<file path="config.mk">
export PLATFORM = sky130hd
export DESIGN_NAME = tx_feeder
export DESIGN_NICKNAME = d
export VERILOG_FILES = /design/src/rtl/tx_feeder.sv
export SDC_FILE = /design/constraint.sdc
export NUM_CORES = 1
export LEC_CHECK = 0
export BUFFER_PORTS_ARGS = -buffer_cell sky130_fd_sc_hd__buf_2
export CORE_UTILIZATION = 30
export CTS_BUF_LIST = sky130_fd_sc_hd__clkbuf_8 sky130_fd_sc_hd__clkbuf_16
export CTS_CLUSTER_DIAMETER = 60
export DETAILED_ROUTE_END_ITERATION = 10
export HOLD_SLACK_MARGIN = 0.05
export SYNTH_ARGS = -nofsm -noshare
export SYNTH_HDL_FRONTEND = slang
export SYNTH_SLANG_ARGS = --single-unit
</file>
<file path="constraint.sdc">
create_clock -name i_Pclk -period 2.2 [get_ports i_Pclk]
set_clock_uncertainty 0.05 [all_clocks]
set_input_delay 0.11 -clock i_Pclk [delete_from_list [all_inputs] [get_ports i_Pclk]]
set_output_delay 0.11 -clock i_Pclk [all_outputs]
set_load 0.03 [all_outputs]
</file>
<file path="src/rtl/tx_feeder.sv">
`default_nettype none
`timescale 1ns/1ps
// ============================================================================
// Module   : tx_feeder
// Purpose  : Byte FIFO plus sequencer that feeds the USRT transmit shifter one
//            byte at a time, advancing on each rising edge of shifter ready.
// Revision : 1.0 - initial release
// ============================================================================
module tx_feeder #(
  parameter int DEPTH      = 8,
  parameter int ADDR_W     = 3,
  parameter int GAP_CYCLES = 2
) (
  input  logic              i_Pclk,
  input  logic              i_Presetn,
  input  logic              i_Wr_En,
  input  logic [7:0]        i_Wr_Data,
  output logic              o_Full,
  output logic              o_Empty,
  output logic [ADDR_W:0]   o_Count,
  output logic              o_Overflow,
  input  logic              i_Clr_Ovf,
  output logic              o_Tx_Enable,
  output logic [7:0]        o_Tx_Data,
  input  logic              i_Tx_Pready,
  output logic              o_Busy
);

  localparam int GAP_W = (GAP_CYCLES > 1) ? $clog2(GAP_CYCLES) : 1;
  localparam logic [ADDR_W:0]  c_depth    = (ADDR_W + 1)'(DEPTH);
  localparam logic [GAP_W-1:0] c_gap_load = GAP_W'(GAP_CYCLES - 1);

  typedef enum logic [1:0] {
    S_IDLE = 2'd0,
    S_SEND = 2'd1,
    S_GAP  = 2'd2
  } state_t;

  state_t             r_state;
  state_t             w_next_state;
  logic [7:0]         r_mem [DEPTH];
  logic [ADDR_W-1:0]  r_wr_ptr;
  logic [ADDR_W-1:0]  r_rd_ptr;
  logic [ADDR_W:0]    r_count;
  logic               r_overflow;
  logic               r_pready_d;
  logic [GAP_W-1:0]   r_gap_cnt;
  logic               r_tx_en;
  logic [7:0]         r_tx_data;

  logic w_full;
  logic w_empty;
  logic w_wr_accept;
  logic w_wr_drop;
  logic w_rise;
  logic w_pop;
  logic w_send_done;

  assign w_full      = (r_count == c_depth);
  assign w_empty     = (r_count == '0);
  assign w_wr_accept = i_Wr_En & ~w_full;
  // A write against a full FIFO is dropped even if a pop frees a slot this cycle.
  assign w_wr_drop   = i_Wr_En & w_full;
  // Only a fresh 0->1 transition of ready counts as completion.
  assign w_rise      = i_Tx_Pready & ~r_pready_d;

  always_comb begin
    w_next_state = r_state;
    w_pop        = 1'b0;
    w_send_done  = 1'b0;
    case (r_state)
      S_IDLE: begin
        if (!w_empty) begin
          w_pop        = 1'b1;
          w_next_state = S_SEND;
        end
      end
      S_SEND: begin
        if (w_rise) begin
          w_send_done  = 1'b1;
          w_next_state = S_GAP;
        end
      end
      S_GAP: begin
        if (r_gap_cnt == '0) w_next_state = S_IDLE;
      end
      default: w_next_state = S_IDLE;
    endcase
  end

  always_ff @(posedge i_Pclk or negedge i_Presetn) begin
    if (!i_Presetn) r_state <= S_IDLE;
    else            r_state <= w_next_state;
  end

  always_ff @(posedge i_Pclk) begin
    if (w_wr_accept) r_mem[r_wr_ptr] <= i_Wr_Data;
  end

  always_ff @(posedge i_Pclk or negedge i_Presetn) begin
    if (!i_Presetn) begin
      r_wr_ptr   <= '0;
      r_rd_ptr   <= '0;
      r_count    <= '0;
      r_overflow <= 1'b0;
      r_pready_d <= 1'b0;
      r_gap_cnt  <= '0;
      r_tx_en    <= 1'b0;
      r_tx_data  <= '0;
    end else begin
      r_pready_d <= i_Tx_Pready;
      if (w_wr_accept) r_wr_ptr <= r_wr_ptr + ADDR_W'(1);
      if (w_pop)       r_rd_ptr <= r_rd_ptr + ADDR_W'(1);
      case ({w_wr_accept, w_pop})
        2'b10:   r_count <= r_count + (ADDR_W + 1)'(1);
        2'b01:   r_count <= r_count - (ADDR_W + 1)'(1);
        default: r_count <= r_count;
      endcase
      if (w_wr_drop)      r_overflow <= 1'b1;
      else if (i_Clr_Ovf) r_overflow <= 1'b0;
      if (w_pop) begin
        r_tx_data <= r_mem[r_rd_ptr];
        r_tx_en   <= 1'b1;
      end else if (w_send_done) begin
        r_tx_data <= '0;
        r_tx_en   <= 1'b0;
        r_gap_cnt <= c_gap_load;
      end else if ((r_state == S_GAP) && (r_gap_cnt != '0)) begin
        r_gap_cnt <= r_gap_cnt - GAP_W'(1);
      end
    end
  end

  assign o_Full      = w_full;
  assign o_Empty     = w_empty;
  assign o_Count     = r_count;
  assign o_Overflow  = r_overflow;
  assign o_Tx_Enable = r_tx_en;
  assign o_Tx_Data   = r_tx_data;
  assign o_Busy      = (r_state != S_IDLE);

endmodule
`default_nettype wire

</file>
=== After elaboration in Yosys (flattened, before gate mapping) ===
Memory sizes are Yosys's and may differ from the RTL's.
Index checks and enable logic that the tools add are counted.

* Bits in registers: 24
* Memory bits (writable): 64
* Bits of input ports: 13
* Output and inout bits: 17
* Logic and storage cells: 58
* Memories: 1

* $add $sub $neg: 5
* Equality and inequality tests: 8
* Muxes and demuxes: 19
* Bitwise logic cells: 6
* Reduce and logical (&&, ||, !) cells: 10

{| class="wikitable"
|+ Memory list
! memory !! words !! bits a word !! rd ports !! clocked after Yosys merged registers in !! write ports !! line !! source
|-
| r_mem || 8 || 8 || 1 || 0 || 1 || 41 || <nowiki>logic [7:0] r_mem [DEPTH];</nowiki>
|}

{| class="wikitable"
|+ Operators with widths
! kind !! number
|-
| $mux W8 || 2
|-
| $mux W1 || 12
|-
| $reduce_bool A2 Y1 || 5
|-
| $pmux W4 S2 || 1
|-
| $add A3 B1 Y3 const B || 2
|-
| $mux W2 || 3
|-
| $ne A2 B2 Y1 const B || 3
|-
| $pmux W2 S3 || 1
|-
| $add A4 B1 Y4 const B || 1
|-
| $eq A2 B1 Y1 const B || 2
|-
| $eq A2 B2 Y1 const B || 2
|-
| $eq A4 B4 Y1 const B || 1
|-
| $logic_not A4 Y1 || 1
|-
| $sub A4 B1 Y4 const B || 1
|-
| $and A1 B1 Y1 || 3
|-
| $not A1 Y1 || 3
|-
| $reduce_and A3 Y1 || 1
|-
| $logic_not A2 Y1 || 1
|-
| $reduce_and A2 Y1 || 1
|-
| $logic_and A1 B1 Y1 || 1
|-
| $sub A1 B1 Y1 const B || 1
|}

=== Depth between registers and ports, before layout ===
* Depth after elaboration: 6
* Depth in mapped cells: 10
* Mapped depth without buffers: 10

=== Worst setup path after synthesis ===
OpenSTA, ideal clock, no wires.

* Kind: reg-to-reg
* Start: reg r_count[1] (netlist: o_Count[1])
* End: reg r_count[2] (netlist: o_Count[2])
* Setup time: 0.143 ns
* Arrival: 2.689 ns
* Required time: 2.007 ns
* Setup slack: -0.683 ns
* Stages on the path, launching flop included: 11
* Buffers on the path: 0
* Period minus slack after synthesis: 2.883 ns
* Cell sequence: dfrtp_1 nor4b_2 nor2b_2 inv_2 ha_1 xor2_1 ha_1 a21oi_1 xor2_1 nor2_1 xor2_1

* Word-level cells in the longest chain between the ends: 5
* Elaborated cells on any way between the ends: 12
* Those cells by class: add/sub: 2; eq/ne: 3; mux: 3; bitwise: 2; reduce/logical: 2

{| class="wikitable"
|+ Ends and longest elaborated chain
! what !! line !! source
|-
| start, declared || 44 || <nowiki>logic [ADDR_W:0] r_count;</nowiki>
|-
| start signal, assigned || 115 || <nowiki>2'b10: r_count <= r_count + (ADDR_W + 1)'(1);</nowiki>
|-
| start signal, assigned || 116 || <nowiki>2'b01: r_count <= r_count - (ADDR_W + 1)'(1);</nowiki>
|-
| start signal, assigned || 117 || <nowiki>default: r_count <= r_count;</nowiki>
|-
| $eq A4 B4 Y1 * || 59 || <nowiki>assign w_full = (r_count == c_depth);</nowiki>
|-
| via o_Full || 18 || <nowiki>output logic o_Full,</nowiki>
|-
| $not A1 Y1 * || 61 || <nowiki>assign w_wr_accept = i_Wr_En & ~w_full;</nowiki>
|-
| $and A1 B1 Y1 * || 61 ||
|-
| $eq A2 B1 Y1 or $eq A2 B2 Y1 (tied branches) || 114 || <nowiki>case ({w_wr_accept, w_pop})</nowiki>
|-
| $pmux W4 S2 or $reduce_bool A2 Y1 (tied branches) || -- ||
|}

The timed path passes the listed nets; every way through them passes the cells marked *.
A chain may end at the register's enable or synchronous reset.

=== Final worst setup path ===
* Start: reg r_count[0] (netlist: o_Count[0])
* End: reg r_count[2] (netlist: o_Count[2])

* Word-level cells in the longest chain between the ends: 5
* Elaborated cells on any way between the ends: 12
* Those cells by class: add/sub: 2; eq/ne: 3; mux: 3; bitwise: 2; reduce/logical: 2

{| class="wikitable"
|+ Ends and longest elaborated chain
! what !! line
|-
| $logic_not A4 Y1 or $eq A4 B4 Y1 (tied branches) || 60, 59
|-
| $mux W1 or $not A1 Y1 (tied branches) || 73, 61
|-
| $mux W1 or $and A1 B1 Y1 (tied branches) || 71, 61
|-
| $eq A2 B1 Y1 or $eq A2 B2 Y1 (tied branches) || 114
|-
| $pmux W4 S2 or $reduce_bool A2 Y1 (tied branches) || --
|}

Several ways; a longest one is shown, not always the timed one.

==> results_dict.tcl <==
set metrics [dict create \
    crit_arrival_ns 2.28 \
    worst_slew_pin_slew_ns 0.869 \
    vias 1961 \
    timing.final.setup_violations 0 \
    fillers 1059 \
    crit_slowest_cell "dfrtp_2" \
    antenna_found_initial 0 \
    yosysSeqAreaShare_pct 69.1 \
    max_stage_delay_ns 0.46 \
    ctsHtreeMaxLevel 3 \
    start_util_pct 31.4 \
    power.density_mw_per_mm2 1450 \
    yosysUniqueCellTypes 36 \
    hpwl_mm 4.50 \
    num-nets-final 285 \
    grt_pass1_wl_mm 11.2 \
    core-area_mm2 0.0116 \
    gp_congestion 0.696 \
    root_buffer "clkbuf_16" \
    clkTransAtPathRegs_ns 0.06 \
    p_int_mw 4.39 \
    final_antenna_net_count 0 \
    die-width_um 112 \
    grt-ovfl-total 0 \
    grt_max_degree 25 \
    total_power_mw 6.65 \
    critPathRequiredTime_ns 2.40 \
    io_buffers 29 \
    synth_warnings 0 \
    insertion_delay_ns 0.33 \
    cts_max_path_buffers 2 \
    period_share_pct 94.3 \
    cts_tree "done" \
    cts_sinks 88 \
    diodes 0 \
    clkPwrFrac_pct 26.1 \
    vias_per_cell 4.73 \
    fin_crit_ns 2.07 \
    wl_per_cell_um 16.7 \
    crit_top_cell "xor2_1" \
    area_growth_pct 25.9 \
    rows 39 \
    layout-drive-gt1-share_pct 42.6 \
    worstPathMaxFanout 5 \
    fmax_mhz 482 \
    finalSetupTns_ns 0 \
    drt_first_pass_iters 9 \
    worstPathCellList "nor4b_4 -> nor2b_2 -> inv_2 -> ha_4 -> xor2_1 -> ha_2 -> a21oi_2 -> xor2_1 -> nor2_1 -> xor2_1" \
    leakage_nw 1.67 \
    hold_viol 0 \
    startpoint_type "flip-flop" \
    p_sw_share_pct 34.0 \
    dieArea_mm2 0.0126 \
    drtIter0Drc 58 \
    power_switching_mw 2.26 \
    syn_area_per_cell_um2 18.3 \
    wl_mm 6.92 \
    worstSetupEndpointType "flip-flop" \
    drc 2 \
    fp.dieH_um 112 \
    violations "DRC" \
    slew_viol_final 0 \
    peakVddDrop_mv 0.510 \
    cts_buffers 9 \
    grt_setup_unrepaired "true" \
    slew_headroom_pct 41.9 \
    crit_type "reg2reg" \
    min_path_type "in2reg" \
    grt_pass1_vias 2079 \
    ios 30 \
    globalRouteTotalUtil_pct 12.0 \
    max_cap_viol_count 0 \
    ys_ff_latch 88 \
    outcome "finished with violations" \
    combPwrFrac_pct 35.5 \
    synth_cells 199 \
    sequentialPowerShare_pct 38.4 \
    cts_resized 0 \
    synth.net_count 217 \
    syn_area_mm2 0.00365 \
]
sequential cells by signal (all words and copies together), names as in the netlist:
name / cells
o_Count: 4
o_Overflow: 1
o_Tx_Data: 8
o_Tx_Enable: 1
r_gap_cnt: 1
r_mem: 64
r_pready_d: 1
r_rd_ptr: 3
r_state: 2
r_wr_ptr: 3
metrics by stage:
| stage | hold WS, ns | utilization [%] | cells | setup slack (ns) | cell area, um^2 |
|---|---|---|---|---|---|
| 2_1_floorplan | -0.236 | - | 199 | -0.398 | 3690 |
| 3_3_place_gp | 0.104 | 35.5 | 385 | 0.145 | 4120 |
| 3_5_place_dp | 0.108 | 35.5 | 385 | 0.109 | 4120 |
| 4_1_cts | 0.148 | 39.5 | 413 | 0.0898 | 4580 |
| 5_1_grt | 0.164 | 39.6 | 415 | -0.0147 | 4600 |
| 6_report | 0.156 | 39.6 | 415 | 0.126 | 4600 |
Yosys cell counts:
library cell / instances / area share (%)
nor2b_2: 2 / 0.48
xor2_1: 4 / 0.96
inv_1: 2 / 0.21
inv_2: 1 / 0.10
nor2b_1: 7 / 1.2
o21ai_2: 8 / 1.9
nor2_4: 1 / 0.31
nand2b_1: 4 / 0.69
xnor2_1: 5 / 1.2
ha_1: 5 / 1.7
edfxtp_1: 64 / 53
nor4_4: 1 / 0.58
buf_2: 3 / 0.41
a31o_2: 1 / 0.24
nor2_1: 8 / 0.82
mux4_2: 15 / 9.3
o2bb2ai_2: 8 / 3.3
nand3b_1: 1 / 0.21
or2_1: 1 / 0.17
dfrtp_1: 24 / 16
a211oi_1: 1 / 0.21
nor4_1: 2 / 0.34
mux2_2: 1 / 0.31
nor3_1: 6 / 0.82
o21ai_0: 3 / 0.41
nand3_1: 1 / 0.14
nand2_1: 9 / 0.93
nor4b_2: 1 / 0.41
buf_6: 2 / 0.62
a21oi_1: 2 / 0.27
buf_12: 1 / 0.55
nor2_8: 1 / 0.55
a2111oi_0: 1 / 0.24
mux2_4: 1 / 0.41
nor4b_1: 1 / 0.24
mux4_1: 1 / 0.72
final cells by class:
class	count	area (um^2)	area share (%)
Clock inverter	7	119	2.59
Clock buffer	9	225	4.90
Tap cell	143	179	3.89
Inverter	3	11.3	0.245
Sequential cell	88	2520	54.9
Timing Repair Buffer	63	430	9.36
Multi-Input combinational cell	102	1110	24.1
cell usage in the layout, fill, tap and decap left out, types with 2 or more instances in the layout:
cell / instances
ha_1: 2
o2bb2ai_2: 8
ha_2: 2
nand2_1: 9
o21ai_2: 8
nand2b_1: 4
dfrtp_1: 22
edfxtp_1: 64
o21ai_0: 3
bufinv_16: 3
nor2_1: 8
inv_1: 3
clkbuf_16: 9
nor2b_2: 2
buf_2: 29
nor2b_1: 7
nor3_1: 5
buf_4: 22
inv_6: 2
mux4_2: 15
xor2_1: 4
xnor2_1: 5
dlygate4sd3_1: 12
dfrtp_2: 2
worst max-delay path, delay by kind of cell (launching register included):
family,cells,cell delay [ns]
buffers and inverters,1,0.11
DFF,1,0.46
and+or+nand+nor,3,0.52
AOI/OAI and AO/OA,1,0.04
adders and majority gates,2,0.36
xor gates and xnor gates,3,0.46
power by group through the flow:
stage	clock (mW)	combinational (mW)	sequential, mW
5_1_grt	1.86	2.55	2.61
4_1_cts	1.77	2.38	2.57
2_1_floorplan	0	1.57	2.70
6_report	1.74	2.36	2.56
3_3_place_gp	0	2.31	2.59
3_5_place_dp	0	2.36	2.60
path summary, 6_finish.rpt:
kind                       startpoint      endpoint  slack, ns  depth (start not counted)
max reg2reg                o_Count[0]    o_Count[2]       0.13                         10
max                        o_Count[0]    o_Count[2]       0.13                         10
max in group asynchronous   i_Presetn    o_Count[0]       1.39                          2
min in group asynchronous   i_Presetn  o_Tx_Data[2]       0.28                          2
min                           i_Wr_En   r_wr_ptr[1]       0.16                          4
min reg2reg                r_state[0]   o_Tx_Enable       0.45                          1
routing by layer:
layer  track usage [%]  share of wire (%)
met5                 0                  0
met4              5.60                1.5
met2              19.6                 50
met1              15.3                 46
met3              2.75                3.2
cells by family (layout without fill, tap and decap cells):
group | after synthesis | in the layout | synth area share, %
xor+xnor | 9 | 9 | 2.16
compound gates | 24 | 24 | 6.58
buf+inv | 9 | 82 | 1.88
simple gates | 46 | 46 | 7.88
mux | 18 | 18 | 10.7
fa+ha+maj | 5 | 5 | 1.71
flops | 88 | 88 | 69.1
what timing repair did:
action	in CTS	in global routing
endpoints found under the hold margin	90	0
hold buffers	12	0
setup endpoints to repair	0	1
setup buffers	0	2
(Power assumes the default switching activity.)
